<file path="src/rtl/spec_block_detect.sv">
// Per-path CF-Log matcher: compares logged src/dest entries against a programmed path
// and emits a registered one-cycle detect pulse. Optional repeat counter: SPEC_LOOP_CTR_EN.
module spec_block_detect #(
    parameter int          MAX_LEN  = 8,
    parameter int          IDX_W    = 3,
    parameter logic [7:0]  BLOCK_ID = 8'h01
) (
    input  logic             clk,
    input  logic             reset,
    input  logic             cflow_hw_wen,
    input  logic [15:0]      cflow_log_ptr,
    input  logic [15:0]      cflow_src,
    input  logic [15:0]      cflow_dest,
    input  logic             cfg_wen,
    input  logic [IDX_W-1:0] cfg_idx,
    input  logic [15:0]      cfg_src,
    input  logic [15:0]      cfg_dest,
    input  logic [IDX_W:0]   cfg_len,
    input  logic             cfg_commit,
    output logic             path_valid,
    output logic             detect_active,
    output logic [7:0]       active_block_id,
    output logic [15:0]      active_block_cflog_addr,
    output logic [IDX_W-1:0] match_idx,
    output logic [15:0]      repeat_count
);

    localparam logic [IDX_W:0] LEN_MAX = (IDX_W+1)'(MAX_LEN);
    localparam logic [IDX_W:0] LEN_ONE = (IDX_W+1)'(1);

    logic [15:0]      src_mem_q  [MAX_LEN];
    logic [15:0]      dest_mem_q [MAX_LEN];
    logic [IDX_W:0]   len_q, len_d;
    logic             path_valid_q, path_valid_d;
    logic [IDX_W-1:0] idx_q, idx_d;
    logic [15:0]      start_q, start_d;
    logic             detect_q, detect_d;
    logic [15:0]      addr_q, addr_d;

    logic             cfg_any, cfg_legal, cont_ok, hit, hit0, last, det;
    logic [IDX_W-1:0] eff_idx;
    logic [15:0]      det_start;

    assign cfg_any   = cfg_wen | cfg_commit;
    assign cfg_legal = (cfg_len != '0) && (cfg_len <= LEN_MAX);
    // A broken pointer sequence (log flush / pointer reset) drops the partial match.
    assign cont_ok   = (idx_q == '0) || (cflow_log_ptr == start_q + 16'(idx_q));
    assign eff_idx   = cont_ok ? idx_q : '0;
    assign hit       = (cflow_src == src_mem_q[eff_idx]) && (cflow_dest == dest_mem_q[eff_idx]);
    assign hit0      = (cflow_src == src_mem_q[0]) && (cflow_dest == dest_mem_q[0]);
    assign last      = ({1'b0, eff_idx} == len_q - LEN_ONE);

    always_comb begin
        len_d        = len_q;
        path_valid_d = path_valid_q;
        idx_d        = idx_q;
        start_d      = start_q;
        det          = 1'b0;
        det_start    = start_q;
        if (cfg_any) begin
            idx_d = '0;
            if (cfg_wen) path_valid_d = 1'b0;
            if (cfg_commit) begin
                path_valid_d = cfg_legal;
                if (cfg_legal) len_d = cfg_len;
            end
        end else if (cflow_hw_wen && path_valid_q) begin
            if (hit) begin
                if (last) begin
                    det       = 1'b1;
                    det_start = (eff_idx == '0) ? cflow_log_ptr : start_q;
                    idx_d     = '0;
                    start_d   = det_start;
                end else begin
                    idx_d = eff_idx + 1'b1;
                    if (eff_idx == '0) start_d = cflow_log_ptr;
                end
            end else if ((eff_idx != '0) && hit0) begin
                start_d = cflow_log_ptr;
                if (len_q == LEN_ONE) begin
                    det       = 1'b1;
                    det_start = cflow_log_ptr;
                    idx_d     = '0;
                end else begin
                    idx_d = IDX_W'(1);
                end
            end else begin
                idx_d = '0;
            end
        end
        detect_d = det;
        addr_d   = det ? det_start : 16'h0000;
    end

    always_ff @(posedge clk) begin
        if (reset) begin
            len_q        <= '0;
            path_valid_q <= 1'b0;
            idx_q        <= '0;
            start_q      <= '0;
            detect_q     <= 1'b0;
            addr_q       <= '0;
        end else begin
            len_q        <= len_d;
            path_valid_q <= path_valid_d;
            idx_q        <= idx_d;
            start_q      <= start_d;
            detect_q     <= detect_d;
            addr_q       <= addr_d;
        end
    end

    always_ff @(posedge clk) begin
        if (reset) begin
            for (int i = 0; i < MAX_LEN; i++) begin
                src_mem_q[i]  <= '0;
                dest_mem_q[i] <= '0;
            end
        end else if (cfg_wen && (32'(cfg_idx) < MAX_LEN)) begin
            src_mem_q[cfg_idx]  <= cfg_src;
            dest_mem_q[cfg_idx] <= cfg_dest;
        end
    end

`ifdef SPEC_LOOP_CTR_EN
    logic        miss0;
    logic [15:0] rep_q, rep_d, next_q, next_d;

    assign miss0 = cflow_hw_wen & path_valid_q & ~cfg_any & ~hit & (eff_idx == '0);

    always_comb begin
        rep_d  = rep_q;
        next_d = next_q;
        if (cfg_wen) begin
            rep_d = '0;
        end else if (det) begin
            // rep_q==0 means no live previous detection to be contiguous with
            if ((rep_q != '0) && (det_start == next_q))
                rep_d = (rep_q == 16'hFFFF) ? rep_q : rep_q + 16'd1;
            else
                rep_d = 16'd1;
            next_d = det_start + 16'(len_q);
        end else if (miss0) begin
            rep_d = '0;
        end
    end

    always_ff @(posedge clk) begin
        if (reset) begin
            rep_q  <= '0;
            next_q <= '0;
        end else begin
            rep_q  <= rep_d;
            next_q <= next_d;
        end
    end

    assign repeat_count = rep_q;
`else
    assign repeat_count = 16'h0000;
`endif

    assign path_valid              = path_valid_q;
    assign detect_active           = detect_q;
    assign active_block_id         = detect_q ? BLOCK_ID : 8'h00;
    assign active_block_cflog_addr = addr_q;
    assign match_idx               = idx_q;

endmodule
</file>
<file path="config.mk">
export PLATFORM = sky130hd
export DESIGN_NAME = spec_block_detect
export DESIGN_NICKNAME = d
export VERILOG_FILES = /design/src/rtl/spec_block_detect.sv
export SDC_FILE = /design/constraint.sdc
export NUM_CORES = 1
export LEC_CHECK = 0
export CAP_MARGIN = 20
export CORE_AREA = 4 4 178 180
export CTS_CLUSTER_SIZE = 12
export DETAILED_ROUTE_END_ITERATION = 6
export DIE_AREA = 0 0 182 184
export PLACE_DENSITY = 0.8
export SETUP_SLACK_MARGIN = 0.1
export SYNTH_ARGS = -nofsm -noshare
export SYNTH_HDL_FRONTEND = slang
export SYNTH_SLANG_ARGS = --single-unit
</file>
<file path="constraint.sdc">
create_clock -name clk -period 4.25 [get_ports clk]
set_clock_uncertainty 0.1 [all_clocks]
set_input_delay 0.85 -clock clk [delete_from_list [all_inputs] [get_ports clk]]
set_output_delay 0.85 -clock clk [all_outputs]
set_load 0.03 [all_outputs]
</file>
# Word-level counts from Yosys, hierarchy flattened
# Memory sizes are Yosys's and may differ from the RTL's.
# Cells that the tools add are included.
totals:
  mem_bits_rw: 256
  mem_count: 2
  ff_bits: 41
  out_inout_bits: 45
classes:
  eq_ne: 7
  add_sub_neg: 3
  n_mux: 34
  order_cmp: 1
  n_reduce_logical: 19
  bitwise_logic: 3
mem_list:
  columns: ["name", "words", "word_bits", "rd", "rd_ports_with_merged_regs", "write_ports", "line_no", "source"]
  rows:
  - ["dest_mem_q", 8, 16, 2, 0, 8, "32", "logic [15:0] dest_mem_q [MAX_LEN];"]
  - ["src_mem_q", 8, 16, 2, 0, 8, "31", "logic [15:0] src_mem_q [MAX_LEN];"]
ops:
  columns: ["op", "count"]
  rows:
  - ["$mux W16", 11]
  - ["$eq A16 B16 Y1", 5]
  - ["$reduce_or A16 Y1", 2]
  - ["$mux W3", 6]
  - ["$mux W1", 17]
  - ["$add A16 B3 Y16", 1]
  - ["$logic_not A3 Y1", 2]
  - ["$reduce_and A3 Y1", 2]
  - ["$logic_and A1 B1 Y1", 5]
  - ["$eq A3 B4 Y1", 1]
  - ["$eq A4 B1 Y1 const B", 1]
  - ["$le A4 B4 Y1 const B", 1]
  - ["$reduce_bool A2 Y1", 2]
  - ["$reduce_bool A4 Y1", 1]
  - ["$reduce_or A2 Y1", 2]
  - ["$sub A4 B1 Y4 const B", 1]
  - ["$add A3 B1 Y3 const B", 1]
  - ["$reduce_bool A3 Y1", 1]
  - ["$not A1 Y1", 2]
  - ["$reduce_and A2 Y1", 1]
  - ["$logic_or A1 B1 Y1", 1]
  - ["$or A1 B1 Y1", 1]

# Depth between registers and ports, before layout
# Gate-level depths: netlist of run 1.
depth:
  word_depth: 12
  ltp_mapped: 19
  depth_no_buf: 16

# Least setup slack after synthesis of run 1
# Ideal clock, no wire load.
synth_path:
  path_kind: "register to register"
  from: "register idx_q[0] (netlist: match_idx[0])"
  to: "register start_q[10]"
  required_time_ns: 4.078
  arrival_ns: 4.600
  path_stages_with_launch: 19
  path_slack_ns: -0.522
  path_buffers: 3
  path_cell_list: "dfxtp_1 -> ha_1 -> fa_1 -> a21oi_1 -> or3_1 -> nand4_1 -> a2111oi_4 -> nand4_4 -> nor2_8 -> buf_12 -> buf_4 -> nand2_1 -> ha_1 -> and2_1 -> nor4_1 -> nand2_1 -> mux2i_4 -> buf_6 -> mux2i_1"
synth_between:
  elab_chain_len: 9
  elab_cells_between_ends: 17
  cone_classes: "1 x add/sub; 3 x eq/ne; 3 x mux; 8 x reduce/logical; 2 x memory"
synth_rtl:
  columns: ["item", "line_no", "source"]
  rows:
  - ["from (decl)", "35", "logic [IDX_W-1:0] idx_q, idx_d;"]
  - ["from (signal assigned)", "106", "idx_q <= idx_d;"]
  - ["$add A16 B3 Y16", "47", "assign cont_ok = (idx_q == '0) || (cflow_log_ptr == start_q + 16'(idx_q));"]
  - ["$eq A16 B16 Y1", "47", null]
  - ["$logic_or A1 B1 Y1", "47", null]
  - ["$mux W3 *", "48", "assign eff_idx = cont_ok ? idx_q : '0;"]
  - ["$mem_v2 Z8 W16, on equally long branches", null, null]
  - ["$eq A16 B16 Y1", "49", "assign hit = (cflow_src == src_mem_q[eff_idx]) && (cflow_dest == dest_mem_q[eff_idx]);"]
  - ["$logic_and A1 B1 Y1", "49", null]
  - ["$reduce_bool A2 Y1 (no source line)", null, null]
  - ["$reduce_and A3 Y1 (no source line)", null, null]
  - ["to (signal assigned)", "107", "start_q <= start_d;"]
  - ["to (decl)", "36", "logic [15:0] start_q, start_d;"]
# Mark *: on every way between the ends. The rest lies on a longest branch, timed or not.
# A chain may end at the register's enable or synchronous reset.

# Worst setup path after layout of run 1
layout_path:
  from: "register idx_q[2] (netlist: match_idx[2])"
  to: "register start_q[7]"
# The elaborated chain is that of the path after synthesis.

==> results of run 1 <==
==> where the power goes <==
group / internal (mW) / switching, mW
sequential: 3.32 / 0.0652
combinational: 0.256 / 0.329
clock: 1.38 / 1.05
==> what timing repair did <==
| action | in CTS | in global routing |
|---|---|---|
| endpoints found under the setup margin | 36 | 36 |
| pin swaps | 3 | 11 |
| gates resized for setup | 17 | 33 |
| buffers inserted | 3 | 6 |
| gates cloned | 2 | 2 |
| hold buffers | 0 | 0 |
==> per-stage QoR <==
stage | std cells | cell area, µm² | worst slack, ns | power (mW)
finish | 1936 | 19400 | -0.298 | 6.40
global route | 1936 | 19400 | -0.479 | 6.61
CTS | 1928 | 19100 | -0.295 | 6.41
detailed placement | 1874 | 18100 | -0.926 | 4.01
global placement | 1874 | 18100 | -0.713 | 3.99
floorplan | 1329 | 15900 | -0.0623 | 3.73
==> final cells by class <==
| cell class | count | area share (%) |
|---|---|---|
| clock inverters | 10 | 0.388 |
| inverters | 29 | 0.562 |
| clock buffers | 39 | 4.16 |
| well taps | 396 | 2.56 |
| repair buffers | 259 | 12.4 |
| flip-flops and latches | 297 | 44.0 |
| multi-input cells | 906 | 36.0 |
==> sequential cells by signal (all words and copies together), names as in the netlist <==
| register | flops |
|---|---|
| active_block_cflog_addr | 16 |
| dest_mem_q | 128 |
| detect_active | 1 |
| len_q | 4 |
| match_idx | 3 |
| path_valid | 1 |
| src_mem_q | 128 |
| start_q | 16 |
==> logic make-up (layout without fill, tap and decap cells) <==
group	count (synthesis)	count (layout)
compound gates	191	191
xor+xnor	69	69
fa+ha+maj	8	8
buf+inv	127	337
flops	297	297
mux	97	98
other cells	1	23
simple gates	517	517
==> metal layers <==
metal | vias to the layer above | share of wire [%] | GRT usage (%) | wire [µm]
li1 | 5162 | - | - | -
met1 | 5614 | 40 | 31.8 | 16700
met2 | 509 | 50 | 41.6 | 20700
met3 | 102 | 7.1 | 3.52 | 2960
met4 | 0 | 3.3 | 8.17 | 1380
met5 | - | 0 | 0 | 0
==> synthesized netlist by cell type, types with 5 or more instances <==
library cell / number / area share (%)
a221o_1: 12 / 0.76
a211oi_1: 8 / 0.38
clkbuf_1: 46 / 1.1
a22o_1: 16 / 0.89
inv_1: 26 / 0.62
or3_1: 5 / 0.20
ha_1: 7 / 0.56
o31ai_1: 12 / 0.57
mux4_2: 31 / 4.4
a41oi_1: 6 / 0.33
nor3_1: 15 / 0.48
or2_2: 12 / 0.48
o21ai_0: 39 / 1.2
buf_6: 5 / 0.36
dfxtp_1: 41 / 5.2
mux2_2: 19 / 1.4
xor2_1: 25 / 1.4
nor2_1: 51 / 1.2
xnor2_1: 43 / 2.4
buf_2: 14 / 0.44
o21ai_1: 5 / 0.16
nand4_1: 13 / 0.52
nand3_1: 22 / 0.70
buf_4: 27 / 1.3
edfxtp_1: 256 / 49
nand2b_1: 46 / 1.8
nand2_1: 40 / 0.95
o22ai_1: 9 / 0.36
o211ai_1: 5 / 0.24
o21a_1: 5 / 0.24
and2_1: 261 / 10
a31oi_1: 5 / 0.20
mux2i_1: 45 / 2.9
a21oi_1: 28 / 0.89
nor4_1: 20 / 0.79
nor2b_1: 8 / 0.32
==> worst reg2reg max path: cells and delay by family (launching register included) <==
family	cells	cell delay (ns)
and+or+nand+nor	8	2.06
buffers and inverters	4	1.03
muxes	2	0.50
AOI/OAI and AO/OA	2	0.46
DFF	1	0.34
==> worst paths after layout <==
kind                        startpoint                 endpoint  slack [ns]  cells after the start
max          match_idx[2]$_SDFFE_PP0P_  start_q[7]$_SDFFE_PP0P_       -0.30                     16
min            path_valid$_SDFFE_PP0N_  path_valid$_SDFFE_PP0N_        0.40                      2
max reg2reg  match_idx[2]$_SDFFE_PP0P_  start_q[7]$_SDFFE_PP0P_       -0.30                     16
min reg2reg    path_valid$_SDFFE_PP0N_  path_valid$_SDFFE_PP0N_        0.40                      2
==> summary.txt, run 1 <==
Outcome
  • Status: finished, violations left
  • Failing checks: negative setup slack

Timing
  • Period minus WS final: 4.55 ns
  • Setup slack after layout: -0.298 ns
  • Final hold violations: 0
  • Final setup fails: 35
  • Setup TNS: -9.15 ns
  • Worst rel slew slack: 42.2%
  • Period utilization: 107%
  • Max-slew violation count: 0
  • RSZ-0062 raised after global routing: true
  • WHS: 0.405 ns
  • Tightest Pin Transition: 0.866 ns
  • Fmax: 220 MHz

Logic synthesis
  • Seq/Total Area, Yosys: 53.9%
  • Cells after synthesis: 1307
  • Synth Area in Compound Gates: 8.79%
  • Unique masters post-synth: 79
  • Asr flop ratio synth: 0%
  • Multiplexer share of the synthesized area: 8.87%
  • Synthesized cell area: 0.0158 mm²
  • Number of synthesized flops with an enable pin: 256
  • Synth Area in Adders: 0.682%
  • Simple-Gate Fraction of Synth Area: between 10% and 20%
  • Mean Syn Cell Area: 12.1 µm²
  • Xor/xnor share of the synthesized area: 3.93%
  • FF+latch count, synth: about 300
  • Top_reg_cell synth: edfxtp_1
  • YS warnings: 0
  • Largest family of logic cells by synthesized area: simple AND/OR/NAND/NOR gates

Drt
  • DRT Wirelength: ~42000 µm
  • Wire length per cell: 21.6 µm
  • Routed Antenna Nets: 0
  • DRC viols: 0
  • TritonRoute pass-1 iters: 6
  • Vias: roughly 11000
  • Initial drt markers: ~1100
  • Via density: around 5.9

Cells and area
  • Area grow syn2layout: 22.8%
  • Share of cells above drive strength 1: about a fifth
  • Reg area: 0.00852 mm²
  • Multi-input logic area: 0.00697 mm²
  • # diodes: 0
  • Fill cells: 2191
  • Commonest cells after routing, fill and taps aside: and2_1, edfxtp_1, buf_4
  • Final Core Density: 64.2%
  • Most common cell after layout, fill and taps aside: and2_1
  • Final Net Count: 1624

Critical path
  • Worst-path cell chain: buf_4 > clkinv_1 > nand2_1 > nor4_1 > nor3_1 > nand4_1 > nor4_1 > o221ai_1 > a211oi_1 > nand4b_1 > nor4_1 > and4_1 > buf_6 > mux2i_4 > clkbuf_16 > mux2i_1
  • Worst path max stage delay: 0.46 ns
  • WP data arrival: 4.93 ns
  • Critical path launch point type: flop
  • Data required, critical path: about 4.6 ns
  • CP bufs+invs: 4
  • Delay-heaviest family, CP: simple AND/OR/NAND/NOR gates
  • CP endpoint kind: flop
  • Crit Path Category: flop to flop
  • Slowest-stage cell, CP: nor4_1
  • Largest fanout on the critical path: 27
  • Top cell by count, worst path: nor4_1

GRT
  • Gr usage total: 24.2%
  • Initial antenna violation count: 0
  • Largest net degree at the start of global routing: 50
  • First-pass GRT wire length: 63900 µm
  • Grt ovf: 0
  • Number of global-route vias before repair: 11500

Worst hold path
  • Worst hold path type: flop to flop

Clock tree
  • CTS buffer count: 31
  • Later-pin clock latency in the skew report: ~0.56 ns
  • CTS tree: built
  • Clk buf depth: 3
  • CTS sink count: between 200 and 300
  • Htree depth: 1
  • Worst-path clk slew: around 0.060 ns
  • Root Driver: clkbuf_16

Place
  • Final HPWL DP: 28400 µm
  • Routability cong.: 0.962
  • IO Port Bufs: 113

Die
  • Core Footprint: 0.0302 mm²
  • Die X: about 180 µm
  • Rows: 64
  • I/O pins: 137
  • Initial core utilization: a little over half
  • Die span in y: 184 µm
  • Die area: 0.0335 mm²

Power and ir drop
  • Leak: 6.95 nW
  • Peak VDD IR: 0.241 mV
  • Pwr/cell area: between 300 and 400 mW/mm²

Flow run
  • Max Cap Violations: 0
Power figures use the tool's default switching activity.
==> run 2: changes to the inputs <==
CORE_AREA = 2 2 176 178   (was 4 4 178 180)
DIE_AREA = 0 0 178 180   (was 0 0 182 184)
==> run 2 against run 1 <==
  * The run still ends with negative setup slack left
  * Critical path depth is the same
  * Critical path type unchanged
  * Sequential cell count is the same
  * Clock power grew 5%
  * Power grew 2.0%
  * Combinational power shrank 1%
  * Count of clock-buffer cells in the layout grew 8
==> summary.txt, run 2 (synthesis results as in run 1) <==
Outcome
  • Failing checks: negative setup slack
  • Status: finished, violations left

Critical path
  • CP endpoint kind: flop
  • Worst setup startpoint: match_idx[0]$_SDFFE_PP0P_
  • Data required, critical path: 4.63 ns (about the same)
  • Worst path max stage delay: 0.56 ns (+0.10 ns)
  • WP data arrival: 4.92 ns (about the same)
  • Slowest-stage cell, CP: or4_1
  • Crit Path Category: flop to flop
  • Critical path launch point type: flop
  • Top cell by count, worst path: buf_6
  • Worst-path cell chain: buf_6 > nor2b_1 > buf_4 > a221oi_1 > nor2_1 > a32o_1 > or3_1 > or4_1 > a21oi_1 > nand4b_1 > nor4_1 > and4_1 > buf_6 > mux2i_4 > buf_12 > mux2i_1
  • Largest fanout on the critical path: 16 (-41%)
  • Worst reg2reg path startpoint: match_idx[0]$_SDFFE_PP0P_

Power and ir drop
  • NetSw: 1.49 mW (+2.9%)
  • Pwr/cell area: 340 mW/mm² (+2.9%)
  • Flop pwr share: 51.9% (-1.1 points)
  • Sw frac: 22.7% (+0.20 points)
  • Clk network pwr share: 39.2% (+1.3 points)
  • Comb power frac: 8.9% (-0.2 points)
  • Power Total: 6.53 mW (+2.0%)
  • Int Power: 5.04 mW (+1.8%)
  • Leak: 6.86 nW (-1.3%)
  • Peak VDD IR: 0.341 mV (+41%)

Timing
  • Setup slack after layout: -0.286 ns (+0.0120 ns)
  • Final setup fails: 36 (+2.9%)
  • Period minus WS final: 4.54 ns (-0.0120 ns)
  • RSZ-0062 raised after global routing: true
  • Tightest Pin Transition: 0.781 ns (-0.0849 ns)
  • Fmax: 220 MHz (+0.26%)
  • Period utilization: 107% (-0.28 points)
  • Worst rel slew slack: 47.9% (+5.7 points)
  • Max-slew violation count: 0 (unchanged)
  • Final hold violations: 0 (unchanged)

Place
  • Final HPWL DP: 28700 µm (+0.98%)
  • IO Port Bufs: 113 (unchanged)
  • Placement Cell Area: 0.0181 mm² (-0.11%)
  • Routability cong.: 0.990 (+3.0%)

GRT
  • First-pass GRT wire length: 64300 µm (+0.72%)
  • Gr usage total: 26.2% (+2.0 points)
  • Number of global-route vias before repair: 11500 (+0.24%)
  • Initial antenna violation count: 0 (unchanged)
  • Grt ovf: 0 (unchanged)
  • Largest net degree at the start of global routing: 49 (-2.0%)

Die
  • Core Footprint: 0.0302 mm² (unchanged)
  • Die area: 0.0320 mm² (-4.3%)
  • Die span in y: 180 µm (-2.2%)
  • Die X: 178 µm (-2.2%)
  • I/O pins: 137 (unchanged)
  • Initial core utilization: 52.3% (unchanged)
  • Rows: 64 (unchanged)

Drt
  • Via density: 5.87 (-0.27%)
  • Vias: 11300 (-0.63%)
  • TritonRoute pass-1 iters: 5 (-1)
  • DRC viols: 0 (unchanged)
  • Routed Antenna Nets: 0 (unchanged)
  • Wire length per cell: 21.8 µm (+0.96%)
  • DRT Wirelength: 42000 µm (+0.60%)
  • Initial drt markers: 980 (-12%)

Clock tree
  • Later-pin clock latency in the skew report: 0.57 ns (about the same)
  • CTS sink count: 297 (unchanged)
  • Worst-path clk slew: 0.06 ns (about the same)
  • CTS tree: built
  • Clk buf depth: 3 (unchanged)
  • Post-CTS setup buffer count: 0 (-3)
  • Htree depth: 1 (unchanged)
  • Root Driver: clkbuf_16
  • CTS buffer count: 31 (unchanged)

Cells and area
  • Fill cells: 2292 (+4.6%)
  • Area grow syn2layout: 21.7%
  • # diodes: 0 (unchanged)
  • Reg area: 0.00852 mm² (unchanged)
  • Design area: 0.0192 mm² (-0.86%)
  • Share of cells above drive strength 1: 18.9% (-1.7 points)
  • Commonest cells after routing, fill and taps aside: and2_1, edfxtp_1, buf_4
  • Final Net Count: 1613 (-0.68%)
  • Multi-input logic area: 0.00688 mm² (-1.3%)
  • Biggest regs: dest_mem_q (128), src_mem_q (128)
  • Most common cell after layout, fill and taps aside: and2_1

Worst hold path
  • Startpoint of the worst hold path: path_valid$_SDFFE_PP0N_
  • Worst hold path type: flop to flop

Flow run
  • Max Cap Violations: 0 (unchanged)
[run 2: critical path: cells and delay by family (launching register included)]
| kind | cells | cell delay [ns] |
|---|---|---|
| muxes | 2 | 0.46 |
| and+or+nand+nor | 7 | 1.83 |
| AOI/OAI and AO/OA | 3 | 0.84 |
| DFF | 1 | 0.39 |
| buffers and inverters | 4 | 0.83 |
[run 2: what timing repair did]
action                     4_1_cts  5_1_grt
gates cloned                     2        1
resized for setup               13       10
pin swaps                        2        7
setup endpoints to repair       36       36
hold buffers                     0        0
[run 2: metal layers]
metal	vias to the layer above	wire (µm)	track usage (%)
li1	5158	-	-
met1	5529	17200	34.9
met2	516	19900	43.2
met3	112	3150	3.83
met4	0	1680	10.1
met5	-	0	0
[run 2: layout make-up]
cell class	count	share of cell area, %
clock buffer	47	4.57
inverter	29	0.567
sequential	297	44.4
tap	396	2.58
timing repair buffer	248	11.8
clock inverter	6	0.293
multi-input combinational	906	35.8
[run 2: per-stage QoR]
stage / cells / hold slack, ns / utilization (%) / worst slack [ns] / setup TNS, ns
finish: 1929 / 0.399 / 63.6 / -0.286 / -8.21
global route: 1929 / 0.428 / 63.6 / -0.445 / -13.30
CTS: 1928 / 0.394 / 63.3 / -0.236 / -6.70
detailed placement: 1873 / 0.385 / 59.9 / -0.784 / -26.73
global placement: 1873 / 0.374 / 59.9 / -0.750 / -25.94
floorplan: 1329 / 0.368 / - / -0.0623 / -0.700
[run 2: final timing paths]
check | slack (ns) | endpoint | cells after the start
setup / recovery | -0.29 | start_q[4]$_SDFFE_PP0P_ | 16
hold / removal | 0.40 | path_valid$_SDFFE_PP0N_ | 2
setup reg to reg | -0.29 | start_q[4]$_SDFFE_PP0P_ | 16
hold reg to reg | 0.40 | path_valid$_SDFFE_PP0N_ | 2
[run 2: power by group through the flow]
stage | logic (mW) | clock network, mW | registers (mW)
final | 0.578 | 2.56 | 3.39
after global routing | 0.617 | 2.69 | 3.40
after CTS | 0.571 | 2.58 | 3.39
after detailed placement | 0.566 | 0 | 3.45
after global placement | 0.557 | 0 | 3.44
after floorplan | 0.306 | 0 | 3.42
==> run 3: changes to the inputs <==
CORE_AREA = 2 2 173 175   (was 2 2 176 178)
DIE_AREA = 0 0 175 177   (was 0 0 178 180)
PLACE_DENSITY = 0.76   (was 0.8)
SLEW_MARGIN = 20   (was default)
clock period = 4.6 ns   (was 4.25 ns; I/O delays follow)
==> run 3 against run 2 <==
  * The run still ends with negative setup slack left
  * Count of clock-buffer cells in the layout rose by 2
  * Hold slack got worse by 0.012 ns
  * Combinational power fell by 8.8%
  * Power fell by 2.6%
  * Fmax fell by 3.0%
  * Setup slack improved by 0.21 ns
  * Clock power rose by 5%
  * Cell count fell by 1.7%
  * Non-clock buffer count fell by 35
  * First-iteration DRC count fell by 0.82%
  * Sequential power fell by 7.7%
  * Largest cell class unchanged
==> summary.txt, run 3 (synthesis results as in run 1) <==
Outcome
  • Status: finished, violations left
  • Failing checks: negative setup slack

Critical path
  • Data required, critical path: 4.94 ns (+0.31 ns)
  • Largest fanout on the critical path: 46 (+30)
  • WP data arrival: 5.01 ns (+0.09 ns)
  • Worst reg2reg path startpoint: match_idx[1]$_SDFFE_PP0P_
  • CP endpoint kind: flop
  • Crit Path Category: flop to flop
  • Reg2reg end: start_q[0]$_SDFFE_PP0P_
  • Worst setup startpoint: match_idx[1]$_SDFFE_PP0P_
  • Setup slack, reg-to-reg: -0.08 ns (+0.21 ns)
  • Reg2reg path depth: 16 (unchanged)
  • Critical path launch point type: flop

Worst hold path
  • WHS Endpoint: path_valid$_SDFFE_PP0N_
  • Startpoint of the worst hold path: path_valid$_SDFFE_PP0N_
  • Worst hold path type: flop to flop
  • Hold Path Stages: 2 (unchanged)

Power and ir drop
  • Comb power frac: 8.3% (-0.6 points)
  • Int Power: 4.93 mW (-2.2%)
  • Clk network pwr share: 42.4% (+3.2 points)
  • Leak: 6.86 nW (-0.13%)
  • Peak VDD IR: 0.303 mV (-11%)
  • Flop pwr share: 49.3% (-2.6 points)
  • Pwr/cell area: 331 mW/mm² (-2.7%)
  • Sw frac: 22.4% (-0.33 points)
  • NetSw: 1.43 mW (-4.0%)

Die
  • Die span in y: 177 µm (-1.7%)
  • Die area: 0.0310 mm² (-3.3%)
  • Die X: 175 µm (-1.7%)
  • Initial core utilization: 54.0% (+1.7 points)
  • I/O pins: 137 (unchanged)
  • Rows: 63 (-1.6%)
  • Core Footprint: 0.0292 mm² (-3.1%)

Timing
  • RSZ-0062 raised after global routing: true
  • Fmax: 214 MHz (-3.0%)
  • Period minus WS final: 4.68 ns (+0.142 ns)
  • Max-slew violation count: 0 (unchanged)
  • Period utilization: 102% (-5.0 points)
  • Tightest Pin Transition: 1.15 ns (+0.364 ns)
  • Final hold violations: 0 (unchanged)
  • Final setup fails: 29 (-19%)
  • WHS: 0.386 ns (-0.0125 ns)
  • Setup TNS: -1.01 ns (+7.20 ns)
  • Worst rel slew slack: 23.6% (-24 points)
  • Setup slack after layout: -0.0777 ns (+0.208 ns)

Place
  • IO Port Bufs: 113 (unchanged)
  • Placement Cell Area: 0.0177 mm² (-2.1%)
  • Routability cong.: 0.936 (-5.5%)
  • Final HPWL DP: 26600 µm (-7.2%)

Clock tree
  • Htree depth: 2 (+1)
  • Root Driver: clkbuf_16
  • CTS buffer count: 35 (+13%)
  • Hold buffers post-CTS: 0 (unchanged)
  • Later-pin clock latency in the skew report: 0.52 ns (-0.05 ns)
  • CTS tree: built
  • Clk buf depth: 3 (unchanged)
  • Worst-path clk slew: 0.06 ns (about the same)
  • CTS sink count: 297 (unchanged)

GRT
  • Initial antenna violation count: 0 (unchanged)
  • Gr usage total: 27.1% (+0.93 points)
  • First-pass GRT wire length: 63900 µm (-0.73%)
  • Number of global-route vias before repair: 11400 (-1.4%)
  • Largest net degree at the start of global routing: 47 (-4.1%)
  • Grt ovf: 0 (unchanged)

Cells and area
  • Commonest cells after routing, fill and taps aside: and2_1, edfxtp_1, clkdlybuf4s50_1
  • Most common cell after layout, fill and taps aside: and2_1
  • Design area: 0.0192 mm² (about the same)
  • Biggest regs: dest_mem_q (128), src_mem_q (128)
  • Final Core Density: 65.7% (+2.1 points)
  • Final Net Count: 1583 (-1.9%)
  • Multi-input logic area: 0.00696 mm² (+1.2%)
  • Share of cells above drive strength 1: 18.7% (-0.26 points)
  • Fill cells: 2200 (-4.0%)
  • Reg area: 0.00852 mm² (about the same)
  • # diodes: 0 (unchanged)
  • Area grow syn2layout: 21.8% (about the same)

Drt
  • Via density: 5.88 (+0.23%)
  • Vias: 11100 (-1.5%)
  • DRT Wirelength: 42100 µm (+0.25%)
  • TritonRoute pass-1 iters: 5 (unchanged)
  • Met3 wire length: 2850 µm (-9.4%)
  • Initial drt markers: 972 (-0.82%)
  • Top Layer Used: met4
  • Wire length per cell: 22.2 µm (+2.0%)
  • Routed Antenna Nets: 0 (unchanged)
  • DR WL met2: 20500 µm (+2.6%)
  • DRC viols: 0 (unchanged)
  • Met1 wire length: 17200 µm (about the same)

Flow run
  • Max Cap Violations: 0 (unchanged)
[run 3: cell count changes in the layout (fill, tap and decap cells not counted), moves of 3 or more]
cell / change
buf_4: -36
clkbuf_1: -7
nor4_1: -6
nor4_2: +5
clkbuf_16: +4
clkbuf_4: +3
clkdlybuf4s50_1: -3
dlymetal6s2s_1: +3
nor2_4: +3
[run 3: power groups by stage]
stage	registers, mW	clock network [mW]	logic [mW]
after floorplan	3.16	0	0.282
after global placement	3.18	0	0.503
after detailed placement	3.19	0	0.510
after CTS	3.13	2.73	0.515
after global routing	3.15	2.83	0.563
final	3.13	2.70	0.527
[run 3: timing repair]
item | 4_1_cts | 5_1_grt
resized for setup | 14 | 35
gates cloned | 2 | 1
pin swaps | 13 | 22
setup endpoints to repair | 35 | 36
buffers inserted | 5 | 7
[run 3: through the flow]
stage	power (mW)	setup slack [ns]	cells
floorplan	3.45	0.100	1329
global placement	3.68	-0.445	1822
detailed placement	3.70	-0.578	1822
CTS	6.38	-0.0495	1889
global route	6.54	-0.273	1896
finish	6.36	-0.0777	1896
[run 3: final cells by class]
type | count | share of cell area (%)
well taps | 390 | 2.54
clock inverters | 11 | 0.638
multi-input cells | 907 | 36.2
flip-flops and latches | 297 | 44.3
repair buffers | 213 | 10.5
inverters | 29 | 0.586
clock buffers | 49 | 5.21
[run 3: worst max-delay path, cell delays in order (launching register included)]
cell	delay, ns
dfxtp_4	0.37
buf_4	0.14
buf_16	0.23
mux2_2	0.38
a221o_1	0.29
o21ai_0	0.12
o221ai_1	0.16
or3_1	0.40
or4_1	0.51
a21oi_1	0.16
nand4b_1	0.22
nor4_2	0.35
and4_1	0.26
buf_6	0.14
mux2i_4	0.31
clkbuf_16	0.23
mux2i_1	0.17
[run 3: how the worst max path moves through the flow]
stage | endpoint | slack [ns] | cells after the start
after floorplan | start_q[10]$_SDFFE_PP0P_ | 0.10 | 17
after global placement | active_block_cflog_addr[2]$_SDFF_PP0_ | -0.45 | 16
after detailed placement | start_q[12]$_SDFFE_PP0P_ | -0.58 | 17
after CTS | start_q[13]$_SDFFE_PP0P_ | -0.05 | 17
after global routing | start_q[7]$_SDFFE_PP0P_ | -0.27 | 16
final | start_q[0]$_SDFFE_PP0P_ | -0.08 | 16
[run 3: metal layers]
layer / up-vias / GRT usage (%)
met2: 480 / 45.6
li1: 5106 / -
met4: 0 / 11.7
met1: 5454 / 34.5
met5: - / 0
met3: 107 / 4.94
